[src/rtl/fpu_pkg.sv]
// Shared definitions for the FPU sequencer: opcode encodings, per-opcode
// latencies and the small decode helpers used at request acceptance.
package fpu_pkg;

    localparam logic [3:0] FADD  = 4'd1;
    localparam logic [3:0] FSUB  = 4'd2;
    localparam logic [3:0] FMUL  = 4'd3;
    localparam logic [3:0] FDIV  = 4'd4;
    localparam logic [3:0] FSQRT = 4'd5;
    localparam logic [3:0] FEQ   = 4'd6;
    localparam logic [3:0] FLT   = 4'd7;
    localparam logic [3:0] FLE   = 4'd8;
    localparam logic [3:0] FTOI  = 4'd9;
    localparam logic [3:0] ITOF  = 4'd10;
    localparam logic [3:0] FMOV0 = 4'd11;
    localparam logic [3:0] FMOV1 = 4'd12;
    localparam logic [3:0] FMOV2 = 4'd13;
    localparam logic [3:0] FLUP  = 4'd14;

    // Latencies in cycles; each must stay within 1..8 to fit the 3-bit counter.
    localparam int unsigned LAT_ADD  = 2;
    localparam int unsigned LAT_MUL  = 2;
    localparam int unsigned LAT_DIV  = 4;
    localparam int unsigned LAT_SQRT = 4;
    localparam int unsigned LAT_CVT  = 2;

    typedef enum logic [1:0] {
        ST_IDLE = 2'd0,
        ST_EXEC = 2'd1,
        ST_DONE = 2'd2
    } state_e;

    function automatic logic [3:0] op_latency(input logic [3:0] ctrl);
        logic [3:0] lat;
        case (ctrl)
            FADD, FSUB:  lat = 4'(LAT_ADD);
            FMUL:        lat = 4'(LAT_MUL);
            FDIV:        lat = 4'(LAT_DIV);
            FSQRT:       lat = 4'(LAT_SQRT);
            FTOI, ITOF:  lat = 4'(LAT_CVT);
            default:     lat = 4'd1;
        endcase
        return lat;
    endfunction

    function automatic logic is_nop(input logic [3:0] ctrl);
        return (ctrl == 4'd0) || (ctrl == 4'd15);
    endfunction

endpackage

[src/rtl/fpu_seq.sv]
// Sequencing front end for the combinational FPU: holds operands stable for the
// opcode latency, then parks the result in a one-entry writeback buffer.
module fpu_seq
    import fpu_pkg::*;
(
    input  logic        clk,
    input  logic        rstn,
    input  logic        req_valid,
    output logic        req_ready,
    input  logic [3:0]  req_ctrl,
    input  logic [31:0] req_ds_val,
    input  logic [31:0] req_dt_val,
    input  logic [5:0]  req_dd,
    input  logic [15:0] req_imm,
    output logic [3:0]  fpu_ctrl,
    output logic [31:0] fpu_ds_val,
    output logic [31:0] fpu_dt_val,
    output logic [5:0]  fpu_dd,
    output logic [15:0] fpu_imm,
    input  logic [5:0]  fpu_reg_addr,
    input  logic [31:0] fpu_dd_val,
    output logic        wb_valid,
    input  logic        wb_ready,
    output logic [5:0]  wb_addr,
    output logic [31:0] wb_data,
    output logic        busy,
    output logic [5:0]  pend_dd
);

    state_e      state_q;
    logic [2:0]  cnt_q;
    logic [3:0]  ctrl_q;
    logic [31:0] ds_q;
    logic [31:0] dt_q;
    logic [5:0]  dd_q;
    logic [15:0] imm_q;
    logic        wb_valid_q;
    logic [5:0]  wb_addr_q;
    logic [31:0] wb_data_q;

    logic        ready_s;
    logic        load_s;
    logic [3:0]  lat_s;
    logic [2:0]  cnt_d;
    logic [5:0]  pend_s;

    // Handshake decode: ready is forced low while reset is held.
    always_comb begin
        ready_s = 1'b0;
        pend_s  = 6'd0;
        case (state_q)
            ST_IDLE: ready_s = 1'b1;
            ST_EXEC: pend_s  = dd_q;
            ST_DONE: begin
                ready_s = wb_ready;
                pend_s  = wb_addr_q;
            end
            default: ready_s = 1'b0;
        endcase
        if (!rstn) begin
            ready_s = 1'b0;
        end else begin
            ready_s = ready_s;
        end
        load_s = req_valid && ready_s && !is_nop(req_ctrl);
        lat_s  = op_latency(req_ctrl);
        cnt_d  = 3'(lat_s - 4'd1);
    end

    // Sequencer FSM with operand registers and the writeback buffer.
    always_ff @(posedge clk or negedge rstn) begin
        if (!rstn) begin
            state_q    <= ST_IDLE;
            cnt_q      <= 3'd0;
            ctrl_q     <= 4'd0;
            ds_q       <= 32'd0;
            dt_q       <= 32'd0;
            dd_q       <= 6'd0;
            imm_q      <= 16'd0;
            wb_valid_q <= 1'b0;
            wb_addr_q  <= 6'd0;
            wb_data_q  <= 32'd0;
        end else begin
            if (load_s) begin
                ctrl_q <= req_ctrl;
                ds_q   <= req_ds_val;
                dt_q   <= req_dt_val;
                dd_q   <= req_dd;
                imm_q  <= req_imm;
                cnt_q  <= cnt_d;
            end
            case (state_q)
                ST_IDLE: begin
                    if (load_s) begin
                        state_q <= ST_EXEC;
                    end
                end
                ST_EXEC: begin
                    if (cnt_q == 3'd0) begin
                        wb_data_q  <= fpu_dd_val;
                        wb_addr_q  <= fpu_reg_addr;
                        wb_valid_q <= 1'b1;
                        state_q    <= ST_DONE;
                    end else begin
                        cnt_q <= cnt_q - 3'd1;
                    end
                end
                ST_DONE: begin
                    // A taken writeback may overlap the next accept for bubble-free issue.
                    if (wb_ready) begin
                        wb_valid_q <= 1'b0;
                        state_q    <= load_s ? ST_EXEC : ST_IDLE;
                    end
                end
                default: state_q <= ST_IDLE;
            endcase
        end
    end

    assign req_ready  = ready_s;
    assign fpu_ctrl   = ctrl_q;
    assign fpu_ds_val = ds_q;
    assign fpu_dt_val = dt_q;
    assign fpu_dd     = dd_q;
    assign fpu_imm    = imm_q;
    assign wb_valid   = wb_valid_q;
    assign wb_addr    = wb_addr_q;
    assign wb_data    = wb_data_q;
    assign busy       = (state_q != ST_IDLE);
    assign pend_dd    = pend_s;

endmodule
[config.mk]
export PLATFORM = sky130hd
export DESIGN_NAME = fpu_seq
export DESIGN_NICKNAME = d
export VERILOG_FILES = /design/src/rtl/fpu_pkg.sv /design/src/rtl/fpu_seq.sv
export SDC_FILE = /design/constraint.sdc
export NUM_CORES = 1
export LEC_CHECK = 0
export CORE_UTILIZATION = 40
export CTS_CLUSTER_SIZE = 30
export DETAILED_ROUTE_END_ITERATION = 8
export MAX_ROUTING_LAYER = met4
export PLACE_DENSITY = 0.76
export REMOVE_ABC_BUFFERS = 1
export SYNTH_ARGS = -nofsm -noshare
export SYNTH_HDL_FRONTEND = slang
export SYNTH_SLANG_ARGS = --single-unit
[constraint.sdc]
create_clock -name clk -period 3 [get_ports clk]
set_input_delay 0.6 -clock clk [delete_from_list [all_inputs] [get_ports clk]]
set_output_delay 0.6 -clock clk [all_outputs]
set_load 0.01 [all_outputs]
---- Word-level counts from Yosys, hierarchy flattened ----
Cells that the tools add are included.
cells by class
  add/sub/neg operators ................... 2
  eq/ne operators ......................... 13
  mux-type cells .......................... 15
  reductions and logical operators ........ 14
operators by type and width
  operator                                                             count
  4-bit == test (second input constant)                                3
  6-bit case mux with 2 select lines                                   1
  3-bit two-way mux                                                    3
  4-bit by 2-bit == test with 1-bit output (second input constant)     2
  4-bit by 3-bit == test with 1-bit output (second input constant)     2
  2-bit two-way mux                                                    3
  2-bit inequality test (second input constant)                        3
  2-bit case mux with 3 select lines                                   1
  3-bit case mux with 2 select lines                                   1
  3-bit AND reduction                                                  2
  3-bit by 1-bit subtractor with 3-bit output (second input constant)  2
  5-bit OR reduction                                                   1
  4-bit by 1-bit == test with 1-bit output (second input constant)     1
  4-bit logical NOT                                                    1
  1-bit two-way mux                                                    4
  1-bit case mux with 2 select lines                                   2
  2-bit nonzero test                                                   2
  3-bit logical NOT                                                    1
  2-bit by 1-bit == test with 1-bit output (second input constant)     1
  2-bit == test (second input constant)                                1
  1-bit logical AND                                                    2
  2-bit logical NOT                                                    1
  2-bit AND reduction                                                  1
  2-bit OR reduction                                                   1
  other kinds (2)                                                      2
word-level totals
  bits in registers ....................... 134
  input port bits ......................... 132
  output and inout port bits .............. 137
  logic and storage cells ................. 54

---- Logic depth before layout (Yosys ltp) ----
Gate-level depths: netlist of the first run.
  depth in word-level cells ............... 8
  gate-level depth with buffers ........... 10

---- Worst setup path after synthesis of the first run ----
OpenSTA, ideal clock, no wires.
  path kind ............................... reg2reg
  start ................................... reg state_q[0]
  end ..................................... reg dt_q[3] (netlist: fpu_dt_val[3])
  setup time .............................. 0.125 ns
  data arrival time ....................... 2.064 ns
  data required time ...................... 2.875 ns
  slack ................................... 0.811 ns
  stages on the path, launching flop included .. 10
  path buffers ............................ 4
  clock period less this slack ............ 2.189 ns
  cell sequence ........................... dfrtp_1 inv_1 ha_1 buf_4 a21oi_1 or4_1 buf_2 buf_6 buf_6 mux2_4
between the ends
  word-level cells in the longest chain between the ends .. 5
  elaborated cells between the ends (all ways) .. 6
  classes of those cells .................. eq/ne: 1; mux: 2; reduce/logical: 3
RTL lines
  item                                                line            RTL
  start, declared                                     fpu_seq.sv:30   state_e state_q;
  start signal, assigned                              fpu_seq.sv:112  state_q <= load_s ? ST_EXEC : ST_IDLE;
  2-bit == test or 2-bit logical NOT (tied branches)  fpu_seq.sv:51   case (state_q)
  1-bit case mux with 2 select lines (*)              fpu_seq.sv:51
  1-bit two-way mux (*)                               fpu_seq.sv:60   if (!rstn) begin
  1-bit logical AND (*) (2 in series)                 fpu_seq.sv:65   load_s = req_valid && ready_s && !is_nop(req_ctrl);
  end signal, assigned                                fpu_seq.sv:87   dt_q <= req_dt_val;
  end, declared                                       fpu_seq.sv:34   logic [31:0] dt_q;
Every way passes the cells marked *; elsewhere a longest branch is shown, timed or not.
A chain may end at the register's enable or synchronous reset.

---- Worst setup path after layout of the first run ----
  start ................................... reg state_q[0]
  end ..................................... out req_ready
between the ends
  word-level cells in the longest chain between the ends .. 3
  elaborated cells between the ends (all ways) .. 4
  classes of those cells .................. eq/ne: 1; mux: 2; reduce/logical: 1
RTL lines
  item                                                line           RTL
  2-bit == test or 2-bit logical NOT (tied branches)  fpu_seq.sv:51
  1-bit case mux with 2 select lines (*)              fpu_seq.sv:51
  1-bit two-way mux (*)                               fpu_seq.sv:60
  end, declared                                       fpu_seq.sv:9   output logic req_ready,
Marks and branches as above.

==> impl_metrics.ini, run 1 <==
[run_status]
status = completed

[floorplan]
core_mm2 = 0.0128
start_util = 0.414
die_area_mm2 = 0.0137
core.rowCount = 41
die_h_um = 117
die_x_um = 117
num_io_pins = 269

[logic_synthesis]
synth_compound_area_frac = 0.0246
syn_inst = 337
yosys.area_share.adder = 0.0142
synth_top_family_by_area = multiplexers
ys_ff_latch = 134
synthDistinctLibCells = 30
post_synth_mux_area_share = 0.280
syn_area_mm2 = 0.00529
yosys.area_share.simple = 0.0241
synth_xor_xnor_area_share = 0
yosysSeqAreaShare = 0.634
synth_area_per_cell_um2 = 15.7
ys_warn_count = 0

[final_layout]
layout_common_cells = 267 x clkdlybuf4s50_1, 134 x dfrtp_1, 122 x mux2_2
layout.nets = 752
nFillCells = 916
drive_gt1_frac = 0.273
diodes = 0
final_cells = 799
register_area_mm2 = 0.00335
layout_commonest_cell = clkdlybuf4s50_1
area_delta_synth_final_pct = 65.9
utilization = 0.687
multi_input_area_mm2 = 0.00182

[placement]
place_ws_ns = 0.325
finalWeightedCongestion = 0.729
portBuffers = 268
placed_cells = 767
dpl.hpwl_um = 9600

[setup_path]
end_kind = output port
cpMaxStageDelayCell = clkdlybuf4s50_1
path_cells = inv_1 > ha_1 > a21oi_1 > nor2b_1 > clkdlybuf4s50_1
ff2ff_setup_slack_ns = 0.58
critPathMaxFanout = 9
max_stage_delay_ns = 0.53
critPathRequiredTime_ns = 2.40
crit_type = flip-flop to output port
cp-start-kind = flip-flop
critical_path_buf_inv_count = 2
worst_ep_arrival_time_ns = 2.15
cpLargestDelayFamily = buffers and inverters

[sta]
fin_skew_ns = 0.00532
drv_slew = 0
period_minus_slack_ns = 2.75
fin_crit_sh = 0.918
final-setup-viol-count = 0
worst_pin_slew_ns = 0.898
slew_headroom = 0.401
rsz0062_at_grt = false
final-hold-violation-count = 0
setup_tns_ns = 0
fmax_mhz = 363
fin_ws_ns = 0.246

[clocking]
cts_setup_buffers = 0
clkLatencyLatePin_ns = 0.42
holdBufCountCts = 0
clock_sinks = 134
cts.path.max_buffers = 2
clockRootBuffer = clkbuf_16
cts_resized = 0
numCtsBuffers = 17
htreeDepth = 4
cts_tree = done
path_clk_slew_ns = 0.06

[route]
antenna_left = 0
vias = 3805
route.detailed.drc = 0
post_drt_via_cell_ratio = 4.76
wl_per_cell_um = 16.5
drt_wl_total_um = 13100
first_iter_violations = 136
firstDrtPassIters = 4

[min_path]
hp-class = input pin to asynchronous set/reset pin

[grt]
antenna_found_initial = 0
grt_max_degree = 72
grt_use_total = 0.206
grt_pass1_wl_um = 19900
grt-ovfl-total = 0
grt_pass1_vias = 3972

[power]
p_per_area_mw_per_mm2 = 1070
ir_drop_uv = 636
power_leakage_nw = 3.69

[job]
cap_viol_max_count = 0
layer usage:
metal	vias to the layer above	global-route usage	wire [µm]
met3	18	0.0747	1040
met5	-	-	0
met4	0	0.0844	204
met1	1882	0.222	5050
met2	156	0.345	6850
li1	1749	-	-
registers in the layout, summed over array words and instances (netlist names):
name        cells
fpu_ds_val     32
fpu_ctrl        4
wb_addr         6
wb_data        32
cnt_q           3
wb_valid        1
state_q         2
fpu_dd          6
fpu_imm        16
fpu_dt_val     32
stage by stage:
stage	total power, mW	instance area (µm²)	hold slack (ns)
after global placement	7.28	8180	0.486
final	9.42	8780	0.349
after CTS	9.54	8780	0.372
after detailed placement	7.42	8180	0.492
after global routing	9.95	8780	0.428
after floorplan	4.96	5200	0.304
final cells by class:
class / count / share of cell area
Multi-Input combinational cell: 178 / 0.207
Clock buffer: 21 / 0.0547
Clock inverter: 11 / 0.0141
Inverter: 9 / 0.00385
Sequential cell: 134 / 0.382
Tap cell: 172 / 0.0245
Timing Repair Buffer: 274 / 0.314
synth_stat cells:
cell / count / area (µm²)
mux2i_1: 2 / 20.0
ha_1: 6 / 75.1
nor2b_1: 2 / 12.5
nand2_1: 4 / 15.0
buf_4: 1 / 7.51
nand3_1: 3 / 15.0
buf_1: 1 / 3.75
o311ai_2: 1 / 16.3
o21ai_0: 1 / 5.00
dfrtp_1: 134 / 3350
o2111ai_1: 1 / 8.76
and4_4: 1 / 11.3
buf_2: 8 / 40.0
inv_1: 9 / 33.8
nor4_1: 1 / 6.26
nor3_1: 1 / 5.00
or4_1: 1 / 7.51
nor2_1: 8 / 30.0
buf_6: 2 / 22.5
nor4_2: 1 / 12.5
mux2_2: 122 / 1370
a22oi_1: 6 / 45.0
o31ai_1: 1 / 7.51
a21oi_1: 4 / 20.0
mux2_4: 6 / 90.1
o22ai_1: 2 / 12.5
o211ai_1: 2 / 15.0
nand4_1: 1 / 6.26
clkbuf_1: 4 / 15.0
nand2b_1: 1 / 6.26
power breakdown:
group	total [mW]	leakage (nW)	switching, mW	internal, mW
clock network	2.06	0.291	0.755	1.31
logic	4.12	1.82	1.51	2.61
registers	3.24	1.58	0.502	2.73
total	9.42	3.69	2.77	6.66
cells by family after synthesis:
logic type / Yosys count
flip-flops: 134
multiplexers: 130
buffers and inverters: 25
AND/OR/NAND/NOR: 24
AO/OA/AOI/OAI: 18
adder cells (fa/ha/maj): 6
worst reg2reg max path, stage by stage (launching register included):
cell     delay, ns
dfrtp_1       0.42
inv_1         0.09
ha_1          0.36
a21oi_1       0.20
or4_4         0.61
buf_12        0.24
mux2_4        0.37
worst paths after layout:
check                                        start  cells after the start                         end
min in group clk           wb_data[25]$_DFFE_PN0P_                      1     wb_data[25]$_DFFE_PN0P_
setup / recovery            state_q[0]$_DFFE_PN0P_                      5                   req_ready
hold / removal                                rstn                      2     fpu_ctrl[0]$_DFFE_PN0N_
max in group asynchronous                     rstn                      2  fpu_ds_val[13]$_DFFE_PN0N_
setup reg to reg            state_q[0]$_DFFE_PN0P_                      6   fpu_dt_val[3]$_DFFE_PN0N_
hold reg to reg            wb_data[25]$_DFFE_PN0P_                      1     wb_data[25]$_DFFE_PN0P_
(Power assumes the default switching activity.)
==> inputs of run 2 (changes only) <==
Settings changed: CORE_ASPECT_RATIO from default to 1.5.
==> impl_metrics.ini, run 2 (synthesis gave the netlist of run 1 again) <==
[run_status]
status = completed

[route]
first_iter_violations = 100
wl_per_cell_um = 19.0
antenna_left = 0
post_drt_via_cell_ratio = 4.95
vias = 3913
route.detailed.drc = 0
firstDrtPassIters = 4
drt_wl_total_um = 15000

[power]
power_leakage_nw = 3.71
p_per_area_mw_per_mm2 = 1090
power_mw = 9.56
ir_drop_uv = 590

[min_path]
hp-class = input pin to asynchronous set/reset pin

[setup_path]
cp-start-kind = flip-flop
critPathRequiredTime_ns = 2.40
r2r_end = fpu_ds_val[1]$_DFFE_PN0N_
worstRegToRegCells = 6
end_kind = output port
worst_ep_arrival_time_ns = 2.16
ff2ff_setup_slack_ns = 0.63
crit_type = flip-flop to output port
critPathMaxFanout = 9
r2r_start = state_q[0]$_DFFE_PN0P_

[final_layout]
drive_gt1_frac = 0.279
layout_commonest_cell = clkdlybuf4s50_1
diodes = 0
nFillCells = 937
design_area_mm2 = 0.00879
layout_common_cells = 267 x clkdlybuf4s50_1, 134 x dfrtp_1, 122 x mux2_2
area_delta_synth_final_pct = 66.1
multi_input_area_mm2 = 0.00183
layout.nets = 756
register_area_mm2 = 0.00335

[grt]
gr-usage-met2 = 0.395
grt_pass1_wl_um = 22400
use_met1 = 0.239
grt_use_met3 = 0.0548
antenna_found_initial = 0
grt_pass1_vias = 4203
grt_use_total = 0.232
grt-ovfl-total = 0
grt_max_degree = 90
top_usage_layer = met2

[clocking]
cts.path.max_buffers = 2
numCtsBuffers = 17
cts_setup_buffers = 0
clockRootBuffer = clkbuf_16
clock_sinks = 134
cts_resized = 0
cts_tree = done
holdBufCountCts = 0
htreeDepth = 4
path_clk_slew_ns = 0.06
clkLatencyLatePin_ns = 0.41

[placement]
portBuffers = 268
finalWeightedCongestion = 0.881
dpl.hpwl_um = 11400
place_area_mm2 = 0.00818
place_ws_ns = 0.261

[job]
cap_viol_max_count = 0

[floorplan]
num_io_pins = 269
start_util = 0.409
die_area_mm2 = 0.0137
die_h_um = 143
core.rowCount = 51
die_x_um = 95.9
core_mm2 = 0.0130

[sta]
worst_pin_slew_ns = 1.15
fin_ws_ns = 0.244
fin_skew_ns = 0.0124
hold_ws_ns = 0.269
drv_slew = 0
fmax_mhz = 363
period_minus_slack_ns = 2.76
rsz0062_at_grt = false
slew_headroom = 0.232
fin_crit_sh = 0.919
setup_tns_ns = 0
final-hold-violation-count = 0
final-setup-viol-count = 0
run 2: cell type report:
class | instances | share of cell area
clock buffer | 20 | 0.0519
clock inverter | 12 | 0.0174
inverter | 9 | 0.00384
multi-input combinational | 178 | 0.208
sequential | 134 | 0.381
tap | 159 | 0.0226
timing repair buffer | 278 | 0.315
run 2: worst max-delay path, cell delays in order (launching register included):
cell	delay, ns
dfrtp_1	0.39
inv_1	0.12
ha_1	0.41
a22oi_1	0.16
nor2_1	0.11
clkdlybuf4s50_1	0.56
run 2: how the worst max path moves through the flow:
| stage | end | cells after the start | slack, ns | from |
|---|---|---|---|---|
| 2_1_floorplan | fpu_ctrl[0]$_DFFE_PN0N_ | 5 | -0.60 | state_q[0]$_DFFE_PN0P_ |
| 3_3_place_gp | fpu_ds_val[18]$_DFFE_PN0N_ | 5 | 0.34 | req_ctrl[2] |
| 3_5_place_dp | fpu_dt_val[25]$_DFFE_PN0N_ | 5 | 0.26 | req_ctrl[1] |
| 4_1_cts | req_ready | 5 | 0.15 | state_q[0]$_DFFE_PN0P_ |
| 5_1_grt | pend_dd[0] | 5 | 0.10 | state_q[1]$_DFFE_PN0P_ |
| 6_report | pend_dd[0] | 5 | 0.24 | state_q[1]$_DFFE_PN0P_ |
run 2: layer usage:
metal | wire length, µm | share of wire
met1 | 5360 | 0.36
met2 | 8200 | 0.55
met3 | 669 | 0.045
met4 | 748 | 0.050
met5 | 0 | 0
run 2: through the flow:
stage,cells,util
3_3_place_gp,758,0.632
6_report,790,0.679
2_1_floorplan,321,-
5_1_grt,790,0.679
4_1_cts,790,0.679
3_5_place_dp,758,0.632
run 2: power breakdown:
group	switching (mW)	internal, mW
clock	0.766	1.35
sequential	0.514	2.73
combinational	1.58	2.62
